$ cat config.mk
export PLATFORM = sky130hd
export DESIGN_NAME = mips_muldiv_ctrl_flat
export DESIGN_NICKNAME = d
export VERILOG_FILES = /design/src/rtl/mips_muldiv_ctrl_if.sv /design/src/rtl/mips_muldiv_ctrl.sv /design/src/flat_wrapper.sv
export SDC_FILE = /design/constraint.sdc
export NUM_CORES = 1
export LEC_CHECK = 0
export ABC_AREA = 0
export ABC_CLOCK_PERIOD_IN_PS = 3100
export CAP_MARGIN = 25
export CORE_ASPECT_RATIO = 0.6
export CORE_MARGIN = 1.5
export CORE_UTILIZATION = 40
export CTS_CLUSTER_DIAMETER = 50
export DETAILED_ROUTE_END_ITERATION = 7
export PLACE_DENSITY = 0.6
export REMOVE_ABC_BUFFERS = 1
export SYNTH_ARGS = -nofsm -noshare
export SYNTH_HDL_FRONTEND = slang
export SYNTH_SLANG_ARGS = --single-unit
$ cat constraint.sdc
create_clock -name clk -period 3.1 [get_ports clk]
set_input_delay 0.62 -clock clk [delete_from_list [all_inputs] [get_ports clk]]
set_output_delay 0.62 -clock clk [all_outputs]
set_load 0.1 [all_outputs]
$ cat src/rtl/mips_muldiv_ctrl_if.sv
// EX <-> iterative HI/LO multiply/divide sequencer bundle.
// master = EX pipeline side, slave = mips_muldiv_ctrl.
interface mips_muldiv_ctrl_if;
    // Handshake: md_req_valid is honoured only while md_ready is high (IDLE). A
    // request is accepted on the rising edge where md_req_valid=1, md_ready=1 and
    // md_cancel=0. Operands and op are captured at that edge and may change
    // afterwards. md_busy covers the MUL, DIV and FIX cycles. One md_*_complete
    // output stays high, with md_hi/md_lo stable, until md_ack is sampled high.
    // The unit returns to IDLE one cycle after that. md_cancel aborts from any
    // state and wins over md_req_valid and md_ack.
    logic        md_req_valid;
    logic [1:0]  md_op;
    logic [31:0] md_src_a;
    logic [31:0] md_src_b;
    logic        md_cancel;
    logic        md_ack;
    logic        md_ready;
    logic        md_busy;
    logic        md_mult_complete;
    logic        md_div_complete;
    logic [31:0] md_hi;
    logic [31:0] md_lo;

    modport master (
        output md_req_valid, md_op, md_src_a, md_src_b, md_cancel, md_ack,
        input  md_ready, md_busy, md_mult_complete, md_div_complete, md_hi, md_lo
    );

    modport slave (
        input  md_req_valid, md_op, md_src_a, md_src_b, md_cancel, md_ack,
        output md_ready, md_busy, md_mult_complete, md_div_complete, md_hi, md_lo
    );
endinterface

$ cat src/rtl/mips_muldiv_ctrl.sv
// Iterative MULT/MULTU/DIV/DIVU sequencer holding HI/LO until EX retires it.
// Define MD_EARLY_OUT_EN to let MUL exit as soon as the remaining multiplier is zero.
module mips_muldiv_ctrl #(
    parameter int          MUL_STEP    = 1,
    parameter logic [31:0] DIV_ZERO_LO = 32'hFFFFFFFF
) (
    input  logic                      clk,
    input  logic                      rst,
    mips_muldiv_ctrl_if.slave         md,
    output logic [2:0]                o_dbg_state
);

    localparam int         N_MUL    = 32 / MUL_STEP;
    localparam logic [5:0] MUL_LAST = 6'(N_MUL - 1);
    localparam logic [5:0] DIV_LAST = 6'd31;

    typedef enum logic [2:0] {
        S_IDLE = 3'd0,
        S_MUL  = 3'd1,
        S_DIV  = 3'd2,
        S_FIX  = 3'd3,
        S_DONE = 3'd4
    } state_t;

    state_t      r_state;
    logic        r_is_div;
    logic        r_neg_res;
    logic        r_neg_rem;
    logic        r_div_zero;
    logic [31:0] r_a_raw;
    logic [5:0]  r_cnt;
    logic [63:0] r_mcand;
    logic [32:0] r_mplier;
    logic [63:0] r_acc;
    logic [32:0] r_divisor;
    logic [31:0] r_rem;
    logic [31:0] r_quo;
    logic [31:0] r_hi;
    logic [31:0] r_lo;

    logic        w_signed_op;
    logic        w_a_neg;
    logic        w_b_neg;
    logic [32:0] w_a_mag;
    logic [32:0] w_b_mag;
    logic [63:0] w_acc_next;
    logic [32:0] w_mplier_next;
    logic        w_mul_exit;
    logic [32:0] w_shift;
    logic [32:0] w_sub;
    logic        w_ge;
    logic [63:0] w_prod;
    logic [31:0] w_quo_fix;
    logic [31:0] w_rem_fix;
    logic        w_unused_sub;

    // Operand magnitudes are 33 bits so |0x80000000| and unsigned 0xFFFFFFFF both fit.
    assign w_signed_op = ~md.md_op[0];
    assign w_a_neg     = w_signed_op & md.md_src_a[31];
    assign w_b_neg     = w_signed_op & md.md_src_b[31];
    assign w_a_mag     = w_a_neg ? (33'd0 - {md.md_src_a[31], md.md_src_a}) : {1'b0, md.md_src_a};
    assign w_b_mag     = w_b_neg ? (33'd0 - {md.md_src_b[31], md.md_src_b}) : {1'b0, md.md_src_b};

    always_comb begin
        w_acc_next = r_acc;
        for (int j = 0; j < MUL_STEP; j++) begin
            if (r_mplier[j]) begin
                w_acc_next = w_acc_next + (r_mcand << j);
            end
        end
    end

    assign w_mplier_next = r_mplier >> MUL_STEP;

`ifdef MD_EARLY_OUT_EN
    assign w_mul_exit = (r_cnt == MUL_LAST) || (w_mplier_next == 33'd0);
`else
    assign w_mul_exit = (r_cnt == MUL_LAST);
`endif

    // Restoring divide: the dividend shifts out of r_quo MSB first while quotient bits shift in.
    assign w_shift      = {r_rem, r_quo[31]};
    assign w_ge         = (w_shift >= r_divisor);
    assign w_sub        = w_shift - r_divisor;
    assign w_unused_sub = w_sub[32];

    assign w_prod    = r_neg_res ? (64'd0 - r_acc) : r_acc;
    assign w_quo_fix = r_neg_res ? (32'd0 - r_quo) : r_quo;
    assign w_rem_fix = r_neg_rem ? (32'd0 - r_rem) : r_rem;

    always_ff @(posedge clk) begin
        if (rst) begin
            r_state    <= S_IDLE;
            r_is_div   <= 1'b0;
            r_neg_res  <= 1'b0;
            r_neg_rem  <= 1'b0;
            r_div_zero <= 1'b0;
            r_a_raw    <= 32'd0;
            r_cnt      <= 6'd0;
            r_mcand    <= 64'd0;
            r_mplier   <= 33'd0;
            r_acc      <= 64'd0;
            r_divisor  <= 33'd0;
            r_rem      <= 32'd0;
            r_quo      <= 32'd0;
            r_hi       <= 32'd0;
            r_lo       <= 32'd0;
        end else if (md.md_cancel) begin
            r_state <= S_IDLE;
        end else begin
            case (r_state)
                S_IDLE: begin
                    if (md.md_req_valid) begin
                        r_is_div   <= md.md_op[1];
                        r_neg_res  <= w_a_neg ^ w_b_neg;
                        r_neg_rem  <= w_a_neg;
                        r_div_zero <= md.md_op[1] && (md.md_src_b == 32'd0);
                        r_a_raw    <= md.md_src_a;
                        r_cnt      <= 6'd0;
                        r_mcand    <= {31'd0, w_a_mag};
                        r_mplier   <= w_b_mag;
                        r_acc      <= 64'd0;
                        r_divisor  <= w_b_mag;
                        r_rem      <= 32'd0;
                        r_quo      <= w_a_mag[31:0];
                        if (!md.md_op[1]) begin
                            r_state <= S_MUL;
                        end else if (md.md_src_b == 32'd0) begin
                            r_state <= S_FIX;
                        end else begin
                            r_state <= S_DIV;
                        end
                    end
                end
                S_MUL: begin
                    r_acc    <= w_acc_next;
                    r_mcand  <= r_mcand << MUL_STEP;
                    r_mplier <= w_mplier_next;
                    r_cnt    <= r_cnt + 6'd1;
                    if (w_mul_exit) begin
                        r_state <= S_FIX;
                    end
                end
                S_DIV: begin
                    r_rem <= w_ge ? w_sub[31:0] : w_shift[31:0];
                    r_quo <= {r_quo[30:0], w_ge};
                    r_cnt <= r_cnt + 6'd1;
                    if (r_cnt == DIV_LAST) begin
                        r_state <= S_FIX;
                    end
                end
                S_FIX: begin
                    if (r_div_zero) begin
                        r_hi <= r_a_raw;
                        r_lo <= DIV_ZERO_LO;
                    end else if (r_is_div) begin
                        r_hi <= w_rem_fix;
                        r_lo <= w_quo_fix;
                    end else begin
                        r_hi <= w_prod[63:32];
                        r_lo <= w_prod[31:0];
                    end
                    r_state <= S_DONE;
                end
                S_DONE: begin
                    if (md.md_ack) begin
                        r_state <= S_IDLE;
                    end
                end
                default: r_state <= S_IDLE;
            endcase
        end
    end

    assign md.md_ready         = (r_state == S_IDLE);
    assign md.md_busy          = (r_state == S_MUL) || (r_state == S_DIV) || (r_state == S_FIX);
    assign md.md_mult_complete = (r_state == S_DONE) && !r_is_div;
    assign md.md_div_complete  = (r_state == S_DONE) && r_is_div;
    assign md.md_hi            = r_hi;
    assign md.md_lo            = r_lo;
    assign o_dbg_state         = r_state;

endmodule

$ cat src/flat_wrapper.sv
// flat-port wrapper written by rule: the top's interface ports become plain ports
module mips_muldiv_ctrl_flat 
#(
    parameter int          MUL_STEP    = 1,
    parameter logic [31:0] DIV_ZERO_LO = 32'hFFFFFFFF
)
  (clk, rst, o_dbg_state, md_md_req_valid, md_md_op, md_md_src_a, md_md_src_b, md_md_cancel, md_md_ack, md_md_ready, md_md_busy, md_md_mult_complete, md_md_div_complete, md_md_hi, md_md_lo);
  mips_muldiv_ctrl_if md_i ();
  input  logic clk;
  input  logic rst;
  output logic [2:0] o_dbg_state;
  input wire logic [$bits(md_i.md_req_valid)-1:0] md_md_req_valid;
  input wire logic [$bits(md_i.md_op)-1:0] md_md_op;
  input wire logic [$bits(md_i.md_src_a)-1:0] md_md_src_a;
  input wire logic [$bits(md_i.md_src_b)-1:0] md_md_src_b;
  input wire logic [$bits(md_i.md_cancel)-1:0] md_md_cancel;
  input wire logic [$bits(md_i.md_ack)-1:0] md_md_ack;
  output wire logic [$bits(md_i.md_ready)-1:0] md_md_ready;
  output wire logic [$bits(md_i.md_busy)-1:0] md_md_busy;
  output wire logic [$bits(md_i.md_mult_complete)-1:0] md_md_mult_complete;
  output wire logic [$bits(md_i.md_div_complete)-1:0] md_md_div_complete;
  output wire logic [$bits(md_i.md_hi)-1:0] md_md_hi;
  output wire logic [$bits(md_i.md_lo)-1:0] md_md_lo;
  assign md_i.md_req_valid = md_md_req_valid;
  assign md_i.md_op = md_md_op;
  assign md_i.md_src_a = md_md_src_a;
  assign md_i.md_src_b = md_md_src_b;
  assign md_i.md_cancel = md_md_cancel;
  assign md_i.md_ack = md_md_ack;
  assign md_md_ready = md_i.md_ready;
  assign md_md_busy = md_i.md_busy;
  assign md_md_mult_complete = md_i.md_mult_complete;
  assign md_md_div_complete = md_i.md_div_complete;
  assign md_md_hi = md_i.md_hi;
  assign md_md_lo = md_i.md_lo;
  mips_muldiv_ctrl #(.MUL_STEP(MUL_STEP), .DIV_ZERO_LO(DIV_ZERO_LO)) u_core (.clk(clk), .rst(rst), .md(md_i), .o_dbg_state(o_dbg_state));
endmodule
==> impl_summary.log <==
[metrics] result of the run: finished, violations left
[metrics] failing checks: setup timing
[metrics] Root Buffer Master: clkbuf_16
[metrics] Placer Congestion: between 0.9 and 1
[metrics] Area contributors post-synth: dfxtp_1, nor2_1, a21oi_1
[metrics] number of synthesized register bits: 367
[metrics] proportion of layout cells with a drive suffix above 1: 0.245
[metrics] Final Routed Wirelength: roughly 92 mm
[metrics] sequential-to-total area share from yosys stat: 0.309
[metrics] Tot Pwr: 12,900 uW
[metrics] cell area after placement: 0.0289 mm2
[metrics] number of clock sinks seen by CTS: 367
[metrics] sum of overflow across all layers after global routing: 0
[metrics] die height: approximately 190 um
[metrics] source-to-sink clock delay at the later pin of the worst-skew pair: roughly 580 ps
[metrics] Placement Rows: 68
[metrics] Via-to-Cell Ratio: 5.88
[metrics] post-synthesis cell type count: around 80
[metrics] global-route wire length before repair: around 140 mm
[metrics] PnR worst setup slack: -392 ps
[metrics] max-slew violations: 0
[metrics] endpoint type of the worst setup path: flop
[metrics] drt drc: 0
[metrics] cells after synthesis: between 3,000 and 4,000
[metrics] half-perimeter wire length of the detailed placement result: roughly 68 mm
[metrics] number of antenna violations at the first check in global routing: 0
[metrics] worst reg-to-reg setup slack: -390 ps
[metrics] dominant synthesized flop cell: dfxtp_1
[metrics] share of the synthesized area in the top cell type: 0.309
[metrics] number of buffers added by the clock tree synthesis step: 42
[metrics] Static Leakage: 0.0136 uW
[metrics] number of enable flip-flop cells after synthesis: 0
[metrics] via count of the first global-routing pass: roughly 24,000
[metrics] Data arrival, critical path: slightly below 4000 ps
[metrics] placed instance count: between 4,000 and 5,000
[metrics] CP Max Fanout: 5
[metrics] CTS tree: yes
[metrics] reported max-cap violation count: 0
[metrics] Total Die Area: about 0.061 mm2
[metrics] worst slew pin tran: between 700 and 800 ps
[metrics] Final Setup Violations: 43
[metrics] combined flip-flop and latch cell area: roughly 0.0074 mm2
[metrics] post-layout utilization of the core: 0.554
[metrics] count of vias placed by the detailed router: 26,200
[metrics] initial drt markers: roughly 3,000
[metrics] remaining max-slew budget at the tightest pin: 0.492
[metrics] die width: around 320 um
[metrics] async set or reset register ratio after synthesis: 0
[metrics] maximum VDD drop: around 0.3 mV
[metrics] summed instance area of the synthesized netlist: around 0.024 mm2
[metrics] number of routed nets with antenna violations: 0
[metrics] Worst Setup Path Type: flop to flop
[metrics] Buffers on Ports: 141
[metrics] Core Area: between 0.05 and 0.06 mm2
[metrics] final design instance area without fill: roughly 0.032 mm2
[metrics] required time worst endpoint: ~3500 ps
[metrics] Reg clk slew, reported paths: ~70 ps
[metrics] number of detailed-route iterations in the first pass: 6
[metrics] unrepaired setup endpoints after global routing: yes
[metrics] number of ports placed on the die boundary: between 100 and 150
[metrics] filler cell count in the final layout: 5,299
[metrics] CTS HTree Levels: 2
[metrics] synthesized area per cell: roughly 7.4 um2
[metrics] number of buffers on the longest clock path: 3
[metrics] layout net count: 3,831
[metrics] maximum achievable frequency: around 290 MHz
[metrics] effective utilization at floorplan: 0.409
[metrics] PwrDens: between 400 and 500 mW/mm2
[metrics] final-layout setup total negative slack: -8040 ps
[metrics] hold-fix buffers at CTS: 0
[metrics] final hold vios: 0
[metrics] commonest cells in the synthesized netlist: nor2_1, dfxtp_1, a21oi_1, nand2_1, clkbuf_1
[metrics] final critical delay including setup and external delays: 3490 ps
[metrics] maximum number of pins on one net before global-route repair: 90
[metrics] class of the tightest hold or removal check: flop to flop
[metrics] non-filler cells, final: approximately 4,500
[metrics] cell type with the highest aggregate area in the netlist: dfxtp_1
[metrics] detailed-route wire length per cell: ~21 um
[metrics] most repeated cell in the gate-level netlist after synthesis: nor2_1
[metrics] final critical-path share of the clock period: 1.13
[metrics] clock skew after layout: between 20 and 30 ps
[metrics] n_diodes: 0
[metrics] area growth from synthesis to layout: 35.4%
[metrics] critical path launch point type: flop
[metrics] multi-input gate area in the final layout: between 0.015 and 0.02 mm2
[metrics] number of synthesis warnings: 0
[metrics] total track usage: 0.289
[final timing paths]
check,startpoint,end,cells after the start
worst max register to register,u_core.r_acc[16],u_core.md.md_hi[12],13
worst max-delay path,u_core.r_acc[16],u_core.md.md_hi[12],13
worst min-delay path,u_core.r_divisor[26],u_core.r_divisor[26],2
worst min register to register,u_core.r_divisor[26],u_core.r_divisor[26],2
[cells in the final DEF (no fill, tap or decap), types with 20 or more instances in the layout]
cell / netlist / routed
a211oi_1: 177 / 158
a21o_1: 47 / 47
a21oi_1: 341 / 325
a22o_1: 27 / 27
a22oi_1: 61 / 60
a311oi_1: 26 / 25
a31oi_1: 36 / 29
buf_4: 1 / 542
buf_6: 0 / 20
clkbuf_16: 0 / 43
clkdlybuf4s50_1: 0 / 66
dfxtp_1: 367 / 348
ha_1: 102 / 88
inv_1: 81 / 77
nand2_1: 299 / 292
nand2b_1: 28 / 25
nand3_1: 46 / 39
nand4_1: 27 / 27
nor2_1: 477 / 462
nor3_1: 86 / 78
o211ai_1: 34 / 34
o21ai_0: 152 / 120
o21ai_1: 2 / 22
o21bai_1: 24 / 23
o31ai_1: 40 / 27
or3_1: 35 / 30
xnor2_1: 115 / 92
xnor2_2: 0 / 22
xor2_1: 106 / 101
[stage by stage]
stage          hold slack (ps)  setup slack, ps
2_1_floorplan              425            -6850
3_3_place_gp               438             -841
3_5_place_dp               446             -747
4_1_cts                    455             -362
5_1_grt                    471             -444
6_report                   454             -392
[worst max-delay path, cell delays in order (launching register included)]
cell	delay, ps
dfxtp_2	320
buf_6	110
or4_4	510
or3_4	400
buf_4	160
nor4_4	270
nand4_2	200
buf_6	190
o21ai_2	200
xnor2_2	140
nor2_1	130
a211oi_1	60
a21oi_1	480
a211oi_1	150
[sequential cells by signal, summed over array words and instances (netlist names)]
signal,flops
u_core.r_div_zero,1
u_core.r_neg_rem,1
u_core.md.md_hi,32
u_core.r_cnt,6
u_core.o_dbg_state,3
u_core.md.md_lo,32
u_core.r_is_div,1
u_core.r_mcand,64
u_core.r_mplier,33
u_core.r_a_raw,32
u_core.r_divisor,33
u_core.r_acc,64
u_core.r_rem,32
u_core.r_quo,32
u_core.r_neg_res,1
[area by class of cell]
class,count,area share
inverter,83,0.00968
sequential,367,0.229
tap,770,0.0299
timing repair buffer,647,0.165
clock buffer,51,0.0353
multi-input combinational,2515,0.521
clock inverter,24,0.0101
[logic make-up after synthesis]
| kind of cell | count (synthesis) | share of synthesized area |
|---|---|---|
| flops | 367 | 0.309 |
| compound gates | 1059 | 0.288 |
| mux | 9 | 0.00437 |
| simple gates | 1122 | 0.212 |
| fa+ha+maj | 104 | 0.0554 |
| xor+xnor | 221 | 0.0814 |
| buf+inv | 312 | 0.0498 |
[what timing repair did]
| action | CTS | global route |
|---|---|---|
| resized for setup | 159 | 164 |
| setup buffers | 21 | 22 |
| pin swaps | 94 | 118 |
| endpoints found under the setup margin | 102 | 122 |
[layer usage]
metal  vias up  global-route usage  routed length [um]
met3       144              0.0762                9460
li1      12500                   -                   -
met2      1142               0.395               35900
met5         -             0.00794                   0
met4         0              0.0808                2040
met1     12500               0.435               44300
[report_power, final]
part,switching [uW],leakage (uW),internal (uW)
sequential,149,0.00299,4870
clock,2250,0.000712,3210
combinational,1430,0.00986,980
(Power assumes the default switching activity.)
